## config.mk

```make
export PLATFORM = sky130hd
export DESIGN_NAME = bist_sequencer
export DESIGN_NICKNAME = d
export VERILOG_FILES = /design/src/rtl/bist_sequencer.sv
export SDC_FILE = /design/constraint.sdc
export NUM_CORES = 1
export LEC_CHECK = 0
export CAP_MARGIN = 30
export CORE_ASPECT_RATIO = 1.2
export CORE_UTILIZATION = 35
export DETAILED_ROUTE_END_ITERATION = 16
export PLACE_DENSITY_LB_ADDON = 0.08
export REMOVE_ABC_BUFFERS = 1
export SKIP_LAST_GASP = 1
export SYNTH_ARGS = -nofsm -noshare
export SYNTH_HDL_FRONTEND = slang
export SYNTH_SLANG_ARGS = --single-unit
```

## constraint.sdc

```tcl
create_clock -name clk -period 3 [get_ports clk]
set_input_delay 0.6 -clock clk [delete_from_list [all_inputs] [get_ports clk]]
set_output_delay 0.6 -clock clk [all_outputs]
set_load 0.03 [all_outputs]
```

## src/rtl/bist_sequencer.sv

```systemverilog
// BIST session controller: seeds, runs and checks NUM_WINDOWS signature windows in learn or test mode.
// Optional BIST_STOP_ON_FAIL_EN: a test session ends at the first failing window.
module bist_sequencer #(
    parameter int unsigned NUM_WINDOWS = 14,
    parameter int unsigned WINDOW_LEN  = 8,
    localparam int unsigned CW = $clog2(NUM_WINDOWS + 1)
) (
    input  logic          clk,
    input  logic          rst,
    input  logic          start,
    input  logic          learn,
    input  logic          abort,
    input  logic          pass_in,
    output logic          enl,
    output logic          ens,
    output logic          mode,
    output logic          cin,
    output logic          busy,
    output logic          done,
    output logic          fail,
    output logic [CW-1:0] fail_cnt,
    output logic [CW-1:0] first_fail
);
    localparam int unsigned RW = (WINDOW_LEN > 1) ? $clog2(WINDOW_LEN) : 1;
    localparam logic [CW-1:0] LAST_WIN = CW'(NUM_WINDOWS - 1);
    localparam logic [CW-1:0] MAX_CNT  = CW'(NUM_WINDOWS);
    localparam logic [RW-1:0] LAST_RUN = RW'(WINDOW_LEN - 1);

    typedef enum logic [2:0] {S_IDLE, S_SEED, S_RUN, S_CHECK, S_DONE} state_t;

    state_t        r_state, w_state_nxt;
    logic [CW-1:0] r_win_idx, w_win_nxt;
    logic [RW-1:0] r_run_cnt, w_run_nxt;
    logic          r_mode, w_mode_nxt;
    logic          r_fail, w_fail_nxt;
    logic [CW-1:0] r_fail_cnt, w_fcnt_nxt;
    logic [CW-1:0] r_first_fail, w_first_nxt;
    logic          r_enl, r_ens, r_cin, r_busy, r_done;
    logic          w_enl_nxt, w_ens_nxt, w_cin_nxt, w_busy_nxt, w_done_nxt;
    logic          w_win_fail;

    assign w_win_fail = r_mode && !pass_in;

    always_comb begin
        w_state_nxt = r_state;
        w_win_nxt   = r_win_idx;
        w_run_nxt   = r_run_cnt;
        w_mode_nxt  = r_mode;
        w_fail_nxt  = r_fail;
        w_fcnt_nxt  = r_fail_cnt;
        w_first_nxt = r_first_fail;
        if (abort) begin
            w_state_nxt = S_IDLE;
        end else begin
            case (r_state)
                S_IDLE: begin
                    if (start) begin
                        w_state_nxt = S_SEED;
                        w_mode_nxt  = ~learn;
                        w_fail_nxt  = 1'b0;
                        w_fcnt_nxt  = '0;
                        w_first_nxt = '0;
                        w_win_nxt   = '0;
                    end
                end
                S_SEED: begin
                    w_state_nxt = S_RUN;
                    w_run_nxt   = '0;
                end
                S_RUN: begin
                    w_run_nxt = r_run_cnt + 1'b1;
                    if (r_run_cnt == LAST_RUN) begin
                        w_state_nxt = S_CHECK;
                    end
                end
                S_CHECK: begin
                    w_run_nxt = '0;
                    if (w_win_fail) begin
                        w_fail_nxt = 1'b1;
                        if (r_fail_cnt != MAX_CNT) begin
                            w_fcnt_nxt = r_fail_cnt + 1'b1;
                        end
                        if (!r_fail) begin
                            w_first_nxt = r_win_idx;
                        end
                    end
`ifdef BIST_STOP_ON_FAIL_EN
                    if (w_win_fail || (r_win_idx == LAST_WIN)) begin
                        w_state_nxt = S_DONE;
                    end else begin
                        w_win_nxt   = r_win_idx + 1'b1;
                        w_state_nxt = S_RUN;
                    end
`else
                    if (r_win_idx == LAST_WIN) begin
                        w_state_nxt = S_DONE;
                    end else begin
                        w_win_nxt   = r_win_idx + 1'b1;
                        w_state_nxt = S_RUN;
                    end
`endif
                end
                S_DONE:  w_state_nxt = S_IDLE;
                default: w_state_nxt = S_IDLE;
            endcase
        end
        // Strobes are decoded from the next state so they register alongside it.
        w_enl_nxt  = (w_state_nxt == S_SEED);
        w_ens_nxt  = (w_state_nxt == S_SEED) || (w_state_nxt == S_CHECK);
        w_cin_nxt  = (w_state_nxt == S_RUN) && w_win_nxt[0];
        w_busy_nxt = (w_state_nxt != S_IDLE);
        w_done_nxt = (w_state_nxt == S_DONE);
    end

    always_ff @(posedge clk or posedge rst) begin
        if (rst) begin
            r_state      <= S_IDLE;
            r_win_idx    <= '0;
            r_run_cnt    <= '0;
            r_mode       <= 1'b0;
            r_fail       <= 1'b0;
            r_fail_cnt   <= '0;
            r_first_fail <= '0;
            r_enl        <= 1'b0;
            r_ens        <= 1'b0;
            r_cin        <= 1'b0;
            r_busy       <= 1'b0;
            r_done       <= 1'b0;
        end else begin
            r_state      <= w_state_nxt;
            r_win_idx    <= w_win_nxt;
            r_run_cnt    <= w_run_nxt;
            r_mode       <= w_mode_nxt;
            r_fail       <= w_fail_nxt;
            r_fail_cnt   <= w_fcnt_nxt;
            r_first_fail <= w_first_nxt;
            r_enl        <= w_enl_nxt;
            r_ens        <= w_ens_nxt;
            r_cin        <= w_cin_nxt;
            r_busy       <= w_busy_nxt;
            r_done       <= w_done_nxt;
        end
    end

    assign enl        = r_enl;
    assign ens        = r_ens;
    assign mode       = r_mode;
    assign cin        = r_cin;
    assign busy       = r_busy;
    assign done       = r_done;
    assign fail       = r_fail;
    assign fail_cnt   = r_fail_cnt;
    assign first_fail = r_first_fail;

endmodule

```

==> flow_summary.ini <==
[setup_path]
cp-end-kind = primary output
critical_path_arrival_ns = 1.49
cp-start-kind = register
crit_family = buffers and inverters
cp_max_fo = 4
crit_slowest_cell = clkdlybuf4s50_1
required_ns = 2.40
path_cells = clkdlybuf4s50_1
reg2reg_depth = 5
crit_buf_inv = 1
slowest_delay_ns = 0.71
cp.depth = 1
crit_type = reg -> out

[final_layout]
layout_commonest_cell = dfrtp_1
layout_common_cells = dfrtp_1, clkdlybuf4s50_1, o21ai_0
multi_input_area_sq_um = 515.5
layout-drive-gt1-share_pct = 8.271
nets = 146
fillers = 317
regArea_sq_um = 625.6
syn2layout_area_growth_pct = 21.92
final_cells = 169
fin_util_pct = 46.13
diodes = 0

[synthesis]
synth_edf_count = 0
async_reset_ff_share_pct = 100.0
synth-main-ff-cell = dfrtp_1
synth_top_cell_area_share_pct = 52.69
avgSynthCellArea_sq_um = 10.79
ys_top_cells_by_area = dfrtp_1, ha_1, o21ai_0
ys_ff_latch = 25
yosysWarningCount = 0
synth_area_sq_mm = 0.001187
synth_top_cell_by_area = dfrtp_1
syn_inst = 110
ys_types = 35
ys_seq_area_share_pct = 52.69

[clock_tree]
root_buffer = clkbuf_4
postCtsSetupRepairBufs = 0
cts_hold_buffers = 0
clkSinkCount = 25
post_cts_resized = 0
numCtsBuffers = 3
cts_tree = done
clock_path_buffers = 2
cts_max_level = 1
clk_pin_slew_ns = 0.14
clk_latency_ns = 0.32

[sta]
fin_crit_sh_pct = 69.56
clock_skew_ns = 0.007809
rsz0062_at_grt = no
min_period_ns = 2.087
holdWs_ns = 0.5175
worstMarginPinSlew_ns = 0.4086
slew_headroom_pct = 72.76
finalSetupTns_ns = 0
finalHoldViolCount = 0
slew_viol_final = 0
finalSetupViolCount = 0
max_freq_mhz = 479.2

[global_route]
grt_pass1_wl_mm = 4.084
overflow = 0
grt_pass1_vias = 904
busiest_layer = met2
grtUsageTotal_pct = 15.89
grt_max_degree = 26
met2_usage_pct = 23.34
use_met3_pct = 2.759
grt_util_met1_pct = 21.75
antenna_found_initial = 0

[route]
wl_per_cell_microns = 13.49
drc = 0
first_pass_iters = 4
wl_mm = 2.279
postRouteAntennaNets = 0
drt_iter0_drc = 32
viasPerCell = 5.219
dr_total_vias = 882

[die]
ios = 21
fp-row-count = 22
fp.dieW_microns = 55.17
start_util_pct = 37.84
die-area_sq_mm = 0.003630
design.core.area_sq_mm = 0.003138
die_height_microns = 65.81

[hold_path]
whs_path_depth = 1
min-delay-path-class = reg -> reg

[place]
hpwl_mm = 1.635
gp_congestion = 0.7918
portBuffers = 20
place_inst = 165

[power]
report.power.total_mw = 0.6635
ir_drop_uv = 232.2
p_leak_nw = 0.6378
powerDensity_mw_per_mm2 = 458.3

[flow_run]
drv_cap = 0

[status]
status = finished clean
-- cell usage after synthesis, types with 2 or more instances --
| cell | count |
|---|---|
| inv_1 | 5 |
| nand4_1 | 2 |
| nor3_1 | 4 |
| ha_1 | 6 |
| o21ai_0 | 12 |
| a21oi_1 | 3 |
| buf_6 | 2 |
| o21ai_1 | 3 |
| a31oi_1 | 2 |
| nand3_1 | 4 |
| a22o_1 | 4 |
| nor2_1 | 8 |
| nand2_1 | 8 |
| dfrtp_1 | 25 |
| nor2b_1 | 2 |
-- metrics by stage --
stage	instance area [sq um]	setup slack (ns)
finish	1448	0.9133
global route	1448	0.8407
detailed placement	1420	0.8828
CTS	1448	0.8792
floorplan	1160	1.388
global placement	1420	0.9180
-- state kept, by name (all words and copies together) (netlist names) --
signal / flops
fail_cnt: 4
r_run_cnt: 3
r_win_idx: 4
done: 1
first_fail: 4
cin: 1
ens: 1
mode: 1
fail: 1
busy: 1
enl: 1
r_state: 3
-- logic make-up (layout without fill, tap and decap cells) --
| logic type | after synthesis | in the layout | share of synthesized area (%) |
|---|---|---|---|
| XOR/XNOR | 1 | 1 | 0.7378 |
| AND/OR/NAND/NOR | 36 | 36 | 17.70 |
| flip-flops | 25 | 25 | 52.69 |
| adder cells (fa/ha/maj) | 6 | 6 | 6.322 |
| AO/OA/AOI/OAI | 33 | 33 | 17.81 |
| buffers and inverters | 8 | 31 | 3.898 |
| multiplexers | 1 | 1 | 0.8430 |
-- final timing paths --
kind,start,to,slack (ns)
max,fail,fail,0.91
min,first_fail[3],first_fail[3],0.52
max reg2reg,r_run_cnt[0],busy,1.43
min reg2reg,first_fail[3],first_fail[3],0.52
max in group asynchronous,rst,r_state[0],2.15
min in group asynchronous,rst,busy,0.61
-- cell type report --
| class | instances | share of cell area, % |
|---|---|---|
| Clock buffer | 3 | 1.556 |
| Timing Repair Buffer | 22 | 14.87 |
| Sequential cell | 25 | 43.22 |
| Inverter | 5 | 1.296 |
| Clock inverter | 1 | 0.3457 |
| Multi-Input combinational cell | 77 | 35.61 |
| Tap cell | 36 | 3.111 |
-- power by group --
part / internal, mW / switching, mW / total (mW)
Sequential: 0.363 / 0.0272 / 0.390
Combinational: 0.0568 / 0.0654 / 0.122
Clock: 0.0499 / 0.101 / 0.151
-- worst register-to-register path, stage by stage, from the launching register on --
cell,delay [ns]
dfrtp_1,0.42
ha_1,0.21
ha_1,0.17
mux2i_1,0.18
nor3_1,0.10
or3_1,0.39
-- routing by layer --
metal,vias up,part of all wire (%)
met2,26,48
met3,4,4.7
li1,445,-
met4,0,1.6
met1,407,46
met5,-,0
(Power assumes the default switching activity.)
